===== src/rtl/mem_arbiter.sv =====
// mem_arbiter: round-robin arbiter/sequencer sharing one synchronous-read
// memory unit between requester 0 (fetch) and requester 1 (load/store).
// Ports:
//   clk, rst (async, active-high)
//   req[1:0], we[1:0], addr0/1[9:0], wdata0/1[31:0]  requester side
//   gnt[1:0], rvalid[1:0], rdata0/1[31:0], busy        requester side
//   mem_addr[9:0], mem_write_en, mem_wdata[31:0]       memory drive
//   mem_rdata[31:0]                                    memory read data
// All outputs are registered.
module mem_arbiter #(
   parameter int READ_LAT = 1
) (
   input  logic        clk,
   input  logic        rst,
   input  logic [1:0]  req,
   input  logic [1:0]  we,
   input  logic [9:0]  addr0,
   input  logic [9:0]  addr1,
   input  logic [31:0] wdata0,
   input  logic [31:0] wdata1,
   output logic [1:0]  gnt,
   output logic [1:0]  rvalid,
   output logic [31:0] rdata0,
   output logic [31:0] rdata1,
   output logic        busy,
   output logic [9:0]  mem_addr,
   output logic        mem_write_en,
   output logic [31:0] mem_wdata,
   input  logic [31:0] mem_rdata
);

   typedef enum logic [1:0] {IDLE, ISSUE, WAIT} state_t;

   localparam logic [1:0] LAT_M1 = 2'(READ_LAT - 1);

   state_t      state_q, state_d;
   logic        last_q, last_d;
   logic        win_q, win_d;
   logic        we_q, we_d;
   logic [1:0]  cnt_q, cnt_d;
   logic [1:0]  gnt_q, gnt_d;
   logic [1:0]  rvalid_q, rvalid_d;
   logic [31:0] rdata0_q, rdata0_d;
   logic [31:0] rdata1_q, rdata1_d;
   logic        busy_q, busy_d;
   logic [9:0]  addr_q, addr_d;
   logic        mem_we_q, mem_we_d;
   logic [31:0] wdata_q, wdata_d;
   logic        sel;

   // Lone request wins; on a tie the requester not served last wins.
   always_comb begin
      sel = 1'b0;
      if (req == 2'b10)
         sel = 1'b1;
      else if (req == 2'b11)
         sel = ~last_q;
   end

   always_comb begin
      state_d  = state_q;
      last_d   = last_q;
      win_d    = win_q;
      we_d     = we_q;
      cnt_d    = cnt_q;
      gnt_d    = 2'b00;
      rvalid_d = 2'b00;
      rdata0_d = rdata0_q;
      rdata1_d = rdata1_q;
      addr_d   = addr_q;
      mem_we_d = 1'b0;
      wdata_d  = wdata_q;
      unique case (state_q)
         IDLE: begin
            // Capture straight into the memory-drive registers so the
            // access is presented in the ISSUE cycle itself.
            if (|req) begin
               win_d      = sel;
               last_d     = sel;
               we_d       = we[sel];
               addr_d     = sel ? addr1 : addr0;
               wdata_d    = sel ? wdata1 : wdata0;
               gnt_d[sel] = 1'b1;
               mem_we_d   = we[sel];
               state_d    = ISSUE;
            end
         end
         ISSUE: begin
            if (we_q) begin
               state_d = IDLE;
            end else begin
               state_d = WAIT;
               cnt_d   = LAT_M1;
            end
         end
         WAIT: begin
            if (cnt_q == 2'd0) begin
               rvalid_d[win_q] = 1'b1;
               if (win_q)
                  rdata1_d = mem_rdata;
               else
                  rdata0_d = mem_rdata;
               state_d = IDLE;
            end else begin
               cnt_d = cnt_q - 2'd1;
            end
         end
         default: state_d = IDLE;
      endcase
      busy_d = (state_d != IDLE);
   end

   always_ff @(posedge clk or posedge rst) begin
      if (rst) begin
         state_q  <= IDLE;
         last_q   <= 1'b1;
         win_q    <= 1'b0;
         we_q     <= 1'b0;
         cnt_q    <= 2'd0;
         gnt_q    <= 2'b00;
         rvalid_q <= 2'b00;
         rdata0_q <= 32'd0;
         rdata1_q <= 32'd0;
         busy_q   <= 1'b0;
         addr_q   <= 10'd0;
         mem_we_q <= 1'b0;
         wdata_q  <= 32'd0;
      end else begin
         state_q  <= state_d;
         last_q   <= last_d;
         win_q    <= win_d;
         we_q     <= we_d;
         cnt_q    <= cnt_d;
         gnt_q    <= gnt_d;
         rvalid_q <= rvalid_d;
         rdata0_q <= rdata0_d;
         rdata1_q <= rdata1_d;
         busy_q   <= busy_d;
         addr_q   <= addr_d;
         mem_we_q <= mem_we_d;
         wdata_q  <= wdata_d;
      end
   end

   assign gnt          = gnt_q;
   assign rvalid       = rvalid_q;
   assign rdata0       = rdata0_q;
   assign rdata1       = rdata1_q;
   assign busy         = busy_q;
   assign mem_addr     = addr_q;
   assign mem_write_en = mem_we_q;
   assign mem_wdata    = wdata_q;

endmodule

===== config.mk =====
export PLATFORM = sky130hd
export DESIGN_NAME = mem_arbiter
export DESIGN_NICKNAME = d
export VERILOG_FILES = /design/src/rtl/mem_arbiter.sv
export SDC_FILE = /design/constraint.sdc
export NUM_CORES = 1
export LEC_CHECK = 0
export CAP_MARGIN = 0
export CORE_UTILIZATION = 37
export DETAILED_ROUTE_END_ITERATION = 8
export PLACE_DENSITY = 0.78
export SYNTH_ARGS = -nofsm -noshare
export SYNTH_HDL_FRONTEND = slang
export SYNTH_SLANG_ARGS = --single-unit

===== constraint.sdc =====
create_clock -name clk -period 4.6 [get_ports clk]
set_input_delay 1.38 -clock clk [delete_from_list [all_inputs] [get_ports clk]]
set_output_delay 1.38 -clock clk [all_outputs]
set_load 0.02 [all_outputs]

==> key figures <==
Routing
  – DRC Markers: 0
  – First drt pass iteration count: 5
  – Via count: 4,108
  – Total wire length: ~14,000 um
  – Via density per instance: 5.00
  – Remaining antenna violation count after routing: 0
  – Mean routed wirelength per cell: 16.9 um
  – DRC marker count from the first detailed-route iteration: about 220

Timing
  – Actual transition at the worst max-transition pin: around 1.1 ns
  – Number of max-slew violations in the final report: 0
  – Endpoints failing hold: 0
  – Fin Setup TNS: 0 ns
  – Final setup violating endpoints: 0
  – Highest achievable clock rate: 0.332 GHz
  – Final min period: roughly 3.0 ns
  – Period Utilization, post-route: 0.654
  – Post-Route Hold Slack: 0.486 ns
  – RSZ-0062 raised after global routing: no
  – Slew margin rel.: 0.273
  – Clock Skew: 0.00835 ns

Worst setup path
  – End of the worst register-to-register path: mem_wdata[1]
  – Endpoint of the most critical setup path: mem_wdata[1]
  – Critical path data required time: 4.84 ns
  – Slack of the worst reg-to-reg path: 2.24 ns
  – Critical path launch point type: primary input
  – Worst setup path class: primary input to flop
  – Biggest fanout along the worst timing path: 42
  – Crit-path slowest cell: sky130_fd_sc_hd__clkdlybuf4s50_1
  – Stages on worst setup path: 6
  – Kind of end point of the critical path: flop
  – Worst r2r path cells: 5
  – Signal arrival time at the worst endpoint: between 3 and 4 ns
  – Top delay family on crit path: buffers and inverters
  – Crit path cell chain: clkdlybuf4s50_1 > or2_1 > nand2_2 > clkinv_1 > buf_4 > a31oi_1
  – Worst setup startpoint: req[0]
  – Buf+Inv Stages, Crit Path: 3
  – Slowest Stage Delay on Critical Path: around 0.56 ns
  – Reg-to-reg critical path startpoint: state_q[0]

GRT
  – Met3 layer usage reported by global route: 0.0767
  – Total track usage: 0.206
  – Global-route wire length before repair: 21,100 um
  – Met2 layer usage reported by global route: 0.367
  – Met1 global-route usage: 0.218
  – Gr busiest metal: met2
  – Number of antenna violations at the first check in global routing: 0
  – Number of global-route vias before repair: 4,265
  – Largest net degree at the start of global routing: 73
  – Overflow after GRT: 0

Synth
  – Number of instances in the synthesized netlist: ~400
  – Unique masters post-synth: 31
  – Flops & latches, synth: 119
  – Number of enable flip-flop cells after synthesis: 0
  – Most common library cells after synthesis: 118 x sky130_fd_sc_hd__dfrtp_1, 82 x sky130_fd_sc_hd__nand2_1, 63 x sky130_fd_sc_hd__mux2_2
  – Mean area per synthesized cell: roughly 12 um2
  – Combined area of all synthesized cells: approximately 0.005 mm2
  – Most area-hungry cell type in the Yosys netlist: sky130_fd_sc_hd__dfrtp_1
  – Share of synthesized registers carrying an async set or reset: 1.00
  – Area share of the leading cell type in the synthesized netlist: 0.606
  – Yosys warns: 0
  – Flip-flop cell with the highest count after synthesis: sky130_fd_sc_hd__dfrtp_1
  – Library cell with the highest instance count after synthesis: sky130_fd_sc_hd__dfrtp_1
  – Synthesized Nets: 535
  – Top cells by area, synth: sky130_fd_sc_hd__dfrtp_1 61%, sky130_fd_sc_hd__mux2_2 15%, sky130_fd_sc_hd__nand2_1 6.3%, sky130_fd_sc_hd__a31oi_1 5.1%, sky130_fd_sc_hd__a21oi_1 4.3%
  – Register area share after synthesis: 0.611

Clock network
  – Clock tree from TritonCTS: built
  – CTS H-tree depth: 4
  – Resized cells post-CTS: 0
  – Skew-Pair Late Insertion Delay: 0.39 ns
  – Hold-fix buffer count after cts: 0
  – CTS root buf: sky130_fd_sc_hd__clkbuf_16
  – Clock-pin slew on the worst setup and hold paths: 0.05 ns
  – Maximum clock insertion buffer count: 2
  – Clock sink count: 119
  – Buffers inserted by post-CTS timing repair: 0
  – CTS Buf Count: 17

Die
  – Number of standard-cell rows in the floorplan: 41
  – Floorplan die width: about 120 um
  – Initial core utilization: 0.383
  – Area of the placeable core: 0.0127 mm2
  – Die ar.: 0.0136 mm2
  – Boundary pin count: 234
  – Height of the chip: 117 um

Finish
  – Number of antenna cells inserted: 0
  – Share of layout cells above drive strength 1: 0.160
  – Area overhead of the layout relative to synthesis: 62.7%
  – Net count, final: 762

Place
  – Post-DP HPWL: slightly below 10,000 um
  – Final estimated routing congestion in global placement: 0.799
  – Number of port buffers: between 200 and 250

Power and ir drop
  – Power density normalized to cell area: 760 mW/mm2
  – Leak Pwr: 3.31 nW
  – Peak supply drop: 0.279 mV

Job
  – Number of max-cap violations: 0

Worst hold path
  – Worst Min Path Start: cnt_q[1]
  – Class of the tightest hold or removal check: flop to flop
  – WHS Path Cells: 1

Outcome
  – Run status: finished clean
[routing by layer]
metal / wire length, um / vias to the layer above
met1: 5390 / 1978
met5: 0 / -
li1: - / 1900
met3: 1330 / 25
met2: 6910 / 205
met4: 254 / 0
[layout by cell type (no fill, tap or decap), types with 4 or more instances in the layout]
cell type                         count
sky130_fd_sc_hd__mux2_2              63
sky130_fd_sc_hd__a21oi_1             42
sky130_fd_sc_hd__clkdlybuf4s50_1    233
sky130_fd_sc_hd__buf_4                4
sky130_fd_sc_hd__clkbuf_16           17
sky130_fd_sc_hd__a31oi_1             40
sky130_fd_sc_hd__nand2_1             82
sky130_fd_sc_hd__dfrtp_1            118
sky130_fd_sc_hd__inv_1                7
[power breakdown]
group          internal, mW  leakage, nW  switching, mW  total, mW
Clock                 0.888        0.292          0.441       1.33
Sequential             1.58         1.39          0.321       1.90
Combinational          1.40         1.63           1.40       2.80
Total                  3.87         3.31           2.16       6.03
[final cells by class]
class,instances,area (um2)
clock inverter,8,121
inverter,9,36.3
multi-input combinational,254,1730
clock buffer,22,474
tap,172,215
sequential,119,2980
fill,1062,4790
timing repair buffer,238,2380
[state kept, by name, summed over array words and instances, names as in the netlist, 2 cells and up]
name       count
mem_wdata     32
rdata0        32
rdata1        32
mem_addr      10
cnt_q          2
gnt            2
rvalid         2
state_q        2
[cells by family after synthesis]
group	synth area share
flip-flops	0.611
buffers and inverters	0.0385
AO/OA/AOI/OAI	0.114
adder cells (fa/ha/maj)	0.00257
multiplexers	0.148
AND/OR/NAND/NOR	0.0862
[worst min-delay path by stage]
stage | endpoint
finish | cnt_q[1]
global route | cnt_q[1]
CTS | cnt_q[1]
detailed placement | cnt_q[1]
global placement | cnt_q[1]
floorplan | cnt_q[1]
[stage by stage]
step	setup slack [ns]	util	cells	power [mW]	cell area, um2
after floorplan	0.0642	-	412	3.36	4880
after global placement	1.22	0.577	792	4.64	7340
after detailed placement	1.19	0.577	792	4.73	7340
after CTS	1.60	0.624	822	6.09	7930
after global routing	1.37	0.624	822	6.37	7930
final	1.59	0.624	822	6.03	7930
(Power assumes the default switching activity.)
